**src/rtl/puf_pkg.sv**
```systemverilog
// Shared types and constants for the arbiter-PUF challenge/response sequencer.
package puf_pkg;

    localparam int CHAL_W = 8;
    localparam logic [CHAL_W-1:0] LFSR_POLY = 8'hB8;

    typedef enum logic [2:0] {
        S_IDLE,
        S_SETUP,
        S_LAUNCH,
        S_HOLD,
        S_SAMPLE,
        S_NEXT,
        S_DONE
    } state_t;

    // Galois right-shift step: shift, then fold the polynomial in when the old LSB was set.
    function automatic logic [CHAL_W-1:0] lfsr_next(input logic [CHAL_W-1:0] cur);
        return (cur >> 1) ^ (cur[0] ? LFSR_POLY : '0);
    endfunction

endpackage

```
**src/rtl/puf_lfsr8.sv**
```systemverilog
// 8-bit Galois LFSR that supplies the challenge vector; an all-zero seed is promoted to 0x01.
module puf_lfsr8
    import puf_pkg::*;
(
    input  logic              clk,
    input  logic              rst_n,
    input  logic              load,
    input  logic [CHAL_W-1:0] seed,
    input  logic              advance,
    output logic [CHAL_W-1:0] state
);

    // NOTE: sequential state uses non-blocking assignments so every flop samples pre-edge values.
    always_ff @(posedge clk or negedge rst_n) begin
        if (!rst_n) begin
            state <= '0;
        end else if (load) begin
            state <= (seed == '0) ? CHAL_W'(1) : seed;
        end else if (advance) begin
            state <= lfsr_next(state);
        end
    end

endmodule

```
**src/rtl/puf_crp_sequencer.sv**
```systemverilog
// Drives eight LFSR challenges into an arbiter PUF, majority-votes NVOTE synchronized
// evaluations per challenge and publishes the response word plus an instability mask.
module puf_crp_sequencer
    import puf_pkg::*;
#(
    parameter int NVOTE   = 5,
    parameter int SETTLE  = 4,
    parameter int PULSE_W = 4,
    parameter int CAPTURE = 4
) (
    input  logic              clk,
    input  logic              rst_n,
    input  logic              start,
    input  logic [CHAL_W-1:0] seed,
    input  logic              response_in,
    output logic [CHAL_W-1:0] challenge,
    output logic              launch,
    output logic              busy,
    output logic              done,
    output logic [CHAL_W-1:0] resp_word,
    output logic [CHAL_W-1:0] unstable_mask
);

    localparam int PH_MAX = (SETTLE > PULSE_W)
                          ? ((SETTLE  > CAPTURE) ? SETTLE  : CAPTURE)
                          : ((PULSE_W > CAPTURE) ? PULSE_W : CAPTURE);
    localparam int CNT_W  = $clog2(PH_MAX + 1);
    localparam int IDX_W  = $clog2(CHAL_W);

    state_t            state;
    logic [CNT_W-1:0]  cnt;
    logic [IDX_W-1:0]  bit_idx;
    logic [3:0]        eval_cnt;
    logic [3:0]        ones;
    logic [CHAL_W-1:0] shadow_resp;
    logic [CHAL_W-1:0] shadow_mask;
    logic              sync1;
    logic              sync2;

    logic              bit_val;
    logic              bit_unstable;
    logic [CHAL_W-1:0] resp_next;
    logic [CHAL_W-1:0] mask_next;

    // response_in is asynchronous to clk; only sync2 may reach the vote counter.
    always_ff @(posedge clk or negedge rst_n) begin
        if (!rst_n) begin
            sync1 <= 1'b0;
            sync2 <= 1'b0;
        end else begin
            sync1 <= response_in;
            sync2 <= sync1;
        end
    end

    puf_lfsr8 u_lfsr (
        .clk     (clk),
        .rst_n   (rst_n),
        .load    (state == S_IDLE && start),
        .seed    (seed),
        .advance (state == S_NEXT),
        .state   (challenge)
    );

    assign bit_val      = (ones > 4'(NVOTE / 2));
    assign bit_unstable = (ones != 4'd0) && (ones != 4'(NVOTE));

    // NOTE: defaults first so every path assigns the outputs and no latch is inferred.
    always_comb begin
        resp_next          = shadow_resp;
        mask_next          = shadow_mask;
        resp_next[bit_idx] = bit_val;
        mask_next[bit_idx] = bit_unstable;
    end

    always_ff @(posedge clk or negedge rst_n) begin
        if (!rst_n) begin
            state         <= S_IDLE;
            cnt           <= '0;
            bit_idx       <= '0;
            eval_cnt      <= '0;
            ones          <= '0;
            shadow_resp   <= '0;
            shadow_mask   <= '0;
            launch        <= 1'b0;
            busy          <= 1'b0;
            done          <= 1'b0;
            resp_word     <= '0;
            unstable_mask <= '0;
        end else begin
            done <= 1'b0;
            case (state)
                S_IDLE: begin
                    if (start) begin
                        state    <= S_SETUP;
                        busy     <= 1'b1;
                        cnt      <= '0;
                        bit_idx  <= '0;
                        eval_cnt <= '0;
                        ones     <= '0;
                    end
                end
                S_SETUP: begin
                    if (cnt == CNT_W'(SETTLE - 1)) begin
                        cnt    <= '0;
                        launch <= 1'b1;
                        state  <= S_LAUNCH;
                    end else begin
                        cnt <= cnt + CNT_W'(1);
                    end
                end
                S_LAUNCH: begin
                    if (cnt == CNT_W'(PULSE_W - 1)) begin
                        cnt    <= '0;
                        launch <= 1'b0;
                        state  <= S_HOLD;
                    end else begin
                        cnt <= cnt + CNT_W'(1);
                    end
                end
                S_HOLD: begin
                    if (cnt == CNT_W'(CAPTURE - 1)) begin
                        cnt   <= '0;
                        state <= S_SAMPLE;
                    end else begin
                        cnt <= cnt + CNT_W'(1);
                    end
                end
                S_SAMPLE: begin
                    ones     <= ones + {3'b000, sync2};
                    eval_cnt <= eval_cnt + 4'd1;
                    state    <= (eval_cnt + 4'd1 < 4'(NVOTE)) ? S_SETUP : S_NEXT;
                end
                S_NEXT: begin
                    shadow_resp <= resp_next;
                    shadow_mask <= mask_next;
                    ones        <= '0;
                    eval_cnt    <= '0;
                    if (bit_idx == IDX_W'(CHAL_W - 1)) begin
                        // Publish on the edge into DONE so done and the words appear together.
                        resp_word     <= resp_next;
                        unstable_mask <= mask_next;
                        done          <= 1'b1;
                        state         <= S_DONE;
                    end else begin
                        bit_idx <= bit_idx + IDX_W'(1);
                        state   <= S_SETUP;
                    end
                end
                S_DONE: begin
                    busy  <= 1'b0;
                    state <= S_IDLE;
                end
                default: begin
                    state  <= S_IDLE;
                    launch <= 1'b0;
                    busy   <= 1'b0;
                end
            endcase
        end
    end

endmodule

```
**config.mk**
```make
export PLATFORM = sky130hd
export DESIGN_NAME = puf_crp_sequencer
export DESIGN_NICKNAME = d
export VERILOG_FILES = /design/src/rtl/puf_pkg.sv /design/src/rtl/puf_lfsr8.sv /design/src/rtl/puf_crp_sequencer.sv
export SDC_FILE = /design/constraint.sdc
export NUM_CORES = 1
export LEC_CHECK = 0
export CORE_ASPECT_RATIO = 0.9
export CORE_UTILIZATION = 59
export CTS_CLUSTER_DIAMETER = 30
export DETAILED_ROUTE_END_ITERATION = 6
export PLACE_DENSITY = 0.84
export RECOVER_POWER = 50
export SLEW_MARGIN = 10
export SYNTH_ARGS = -nofsm -noshare
export SYNTH_HDL_FRONTEND = slang
export SYNTH_SLANG_ARGS = --single-unit
```
**constraint.sdc**
```tcl
create_clock -name clk -period 3.8 [get_ports clk]
set_input_delay 0.57 -clock clk [delete_from_list [all_inputs] [get_ports clk]]
set_output_delay 0.57 -clock clk [all_outputs]
set_load 0.01 [all_outputs]
```
==> reports/qor.yml <==
status: "complete, but fails checks"
violations: "max-capacitance violations, max-slew violations"
port_buffers: 38
rsz0062_at_grt: "false"
reg2reg_to: "u_lfsr.state[0]"
drive_above_1_share_pct: 12.0
syn_area_per_cell_sq_um: 11.1
cts_sinks: 62
seq_area_frac_synth_pct: 50.1
peakVddDrop_mv: 0.373
cts_root_buffer: "clkbuf_8"
fin_cells: 381
drv_cap: 2
wirelength_mm: 5.91
dieWidth_um: 78.4
syn_area_sq_um: 3100
min_to: "sync2"
start_kind: "flip-flop"
final-max-slew-violation-count: 55
cp.arrival_ns: 2.97
gr-total-overflow: 0
r2r-start: "state[2]"
cts_buffers: 9
async_flop_share_pct: 100
ys_types: 53
post-route-period-util_pct: 72.0
rows: 24
required_ns: 4.03
setup_ws_ns: 1.06
cts_max_level: 3
hp-start: "sync1"
grt_pass1_wl_mm: 10.3
cts_setup_buffers: 0
floorplan.initialDensity_pct: 62.5
vias_per_cell: 5.81
yosys-top-cells-area: "dfrtp_1, mux2i_1, mux2_2"
antenna_left: 0
post_cts_resized: 0
track_usage_pct: 24.5
synth_ff_type: "dfrtp_1"
core_area_sq_um: 4950
holdBufCountCts: 0
finalSetupTns_ns: 0
die_h_um: 70.7
clock_path_buffers: 2
setup_viol: 0
dp_slack_ns: 1.56
netlist.area_leader.share_pct: 50.1
routabilityCongestion: 0.762
hold_class: "reg2reg"
path_max_fanout: 31
hold_viol_final: 0
finalCriticalPeriod_ns: 2.74
first_global_vias: 2160
path_cells: "nor4b_1 -> o211ai_1 -> a22o_1"
ys_seq_elements: 62
clock_latency_ns: 0.34
worstSetupPathType: "reg2reg"
wl_per_cell_um: 15.5
hold_depth: 0
synth_nets: 298
reg2reg_depth: 3
fmaxAchievable_mhz: 365
rrSetupSlack_ns: 1.06
dpl.hpwl_mm: 3.98
worstSetupEndpointType: "flip-flop"
fin_nets: 329
fin_skew_ns: 0.00706
die-area_sq_um: 5540
clk_pin_slew_ns: 0.07
placed_cells: 365
area_growth_syn_to_layout_pct: 17.9
cpMaxStageDelayCell: "nor4b_1"
io_pins: 39
worst_pin_slew_ns: 2.17
grt_max_degree: 42
n_antenna_cell: 0
first_pass_iters: 4
slew-limit-headroom_pct: -44.9
dr.first_iter.drc_count: 165
power_density_nw_per_um2: 362
synthMostInstantiatedCell: "dfrtp_1"
drc: 0
slowest_delay_ns: 1.47
antenna_found_initial: 0
power_leakage_uw: 0.00159
synth_edf_count: 0
netlist_instances: 280
yosys_warnings: 0
synth_commonest_cells: "dfrtp_1, nand2_1, mux2i_1"
yosys.area.top_type: "dfrtp_1"
cts_tree: "built"
num_vias: 2212
[state kept, by name (all words and copies together) (netlist names)]
register / cells
launch: 1
unstable_mask: 8
cnt: 3
shadow_mask: 8
u_lfsr.state: 8
sync2: 1
busy: 1
bit_idx: 3
state: 3
resp_word: 8
done: 1
sync1: 1
eval_cnt: 4
ones: 4
shadow_resp: 8
[placed cells by master, fill, tap and decap left out, types with 4 or more instances in the layout]
cell,synthesis,final
dfrtp_1,62,62
clkdlybuf4s50_1,0,33
nand2_1,28,28
mux2i_1,15,15
nor2_1,14,14
mux2_2,12,12
o21ai_1,13,12
clkbuf_8,0,9
o31ai_1,8,8
nor2b_1,7,7
nor3b_1,7,7
nor3_1,6,6
a21o_1,6,6
ha_1,6,6
inv_1,5,5
o21ai_0,4,5
mux2_1,5,5
o221ai_1,4,4
nand3b_1,4,4
dlygate4sd3_1,0,4
[kinds of logic (layout without fill, tap and decap cells)]
| kind of cell | count (synthesis) | in the layout | share of synthesized area [%] |
|---|---|---|---|
| buffers and inverters | 26 | 62 | 3.80 |
| multiplexers | 32 | 32 | 11.0 |
| AND/OR/NAND/NOR | 90 | 90 | 17.2 |
| flip-flops | 62 | 62 | 50.1 |
| AO/OA/AOI/OAI | 60 | 60 | 14.1 |
| XOR/XNOR | 4 | 4 | 1.37 |
| adder cells (fa/ha/maj) | 6 | 6 | 2.42 |
[area by class of cell]
cell class | count | area, sq um
inverter | 6 | 22.5
timing repair buffer | 40 | 385
clock inverter | 7 | 75.1
fill | 352 | 1300
tap | 65 | 81.3
multi-input combinational | 192 | 1410
sequential | 62 | 1550
clock buffer | 9 | 124
[power by group]
| part | internal [uW] | switching (uW) | leakage (uW) |
|---|---|---|---|
| sequential | 670 | 11.1 | 0.000814 |
| combinational | 34.0 | 33.6 | 0.000688 |
| clock | 303 | 271 | 0.0000914 |
[stage by stage]
step           hold slack [ns]  instance area, sq um  utilization (%)  power (uW)
6_report                 0.375                  3650             73.7        1320
5_1_grt                  0.376                  3650             73.7        1370
4_1_cts                  0.376                  3670             74.1        1330
3_5_place_dp             0.351                  3470             70.1         762
3_3_place_gp             0.344                  3470             70.1         761
2_1_floorplan            0.274                  3100                -         718
[metal layers]
layer | vias to the layer above | wire [um] | GRT usage (%)
met5 | - | 0 | 0
met4 | 0 | 82 | 7.41
met3 | 9 | 310 | 8.90
met2 | 65 | 2690 | 36.5
met1 | 1063 | 2820 | 33.9
li1 | 1075 | - | -
[worst max path at each step]
stage,start,endpoint,slack [ns]
6_report,state[2],u_lfsr.state[0],1.06
5_1_grt,state[2],u_lfsr.state[0],0.76
4_1_cts,state[2],shadow_resp[1],1.71
3_5_place_dp,start,bit_idx[0],1.56
3_3_place_gp,start,bit_idx[0],1.57
2_1_floorplan,start,bit_idx[0],2.20
[worst max-delay path, delay by kind of cell (launching register included)]
family	cells	cell delay, ns
simple gates	1	1.47
flops	1	0.69
compound gates	2	0.46
No activity file was read; power rests on OpenSTA's default activity.
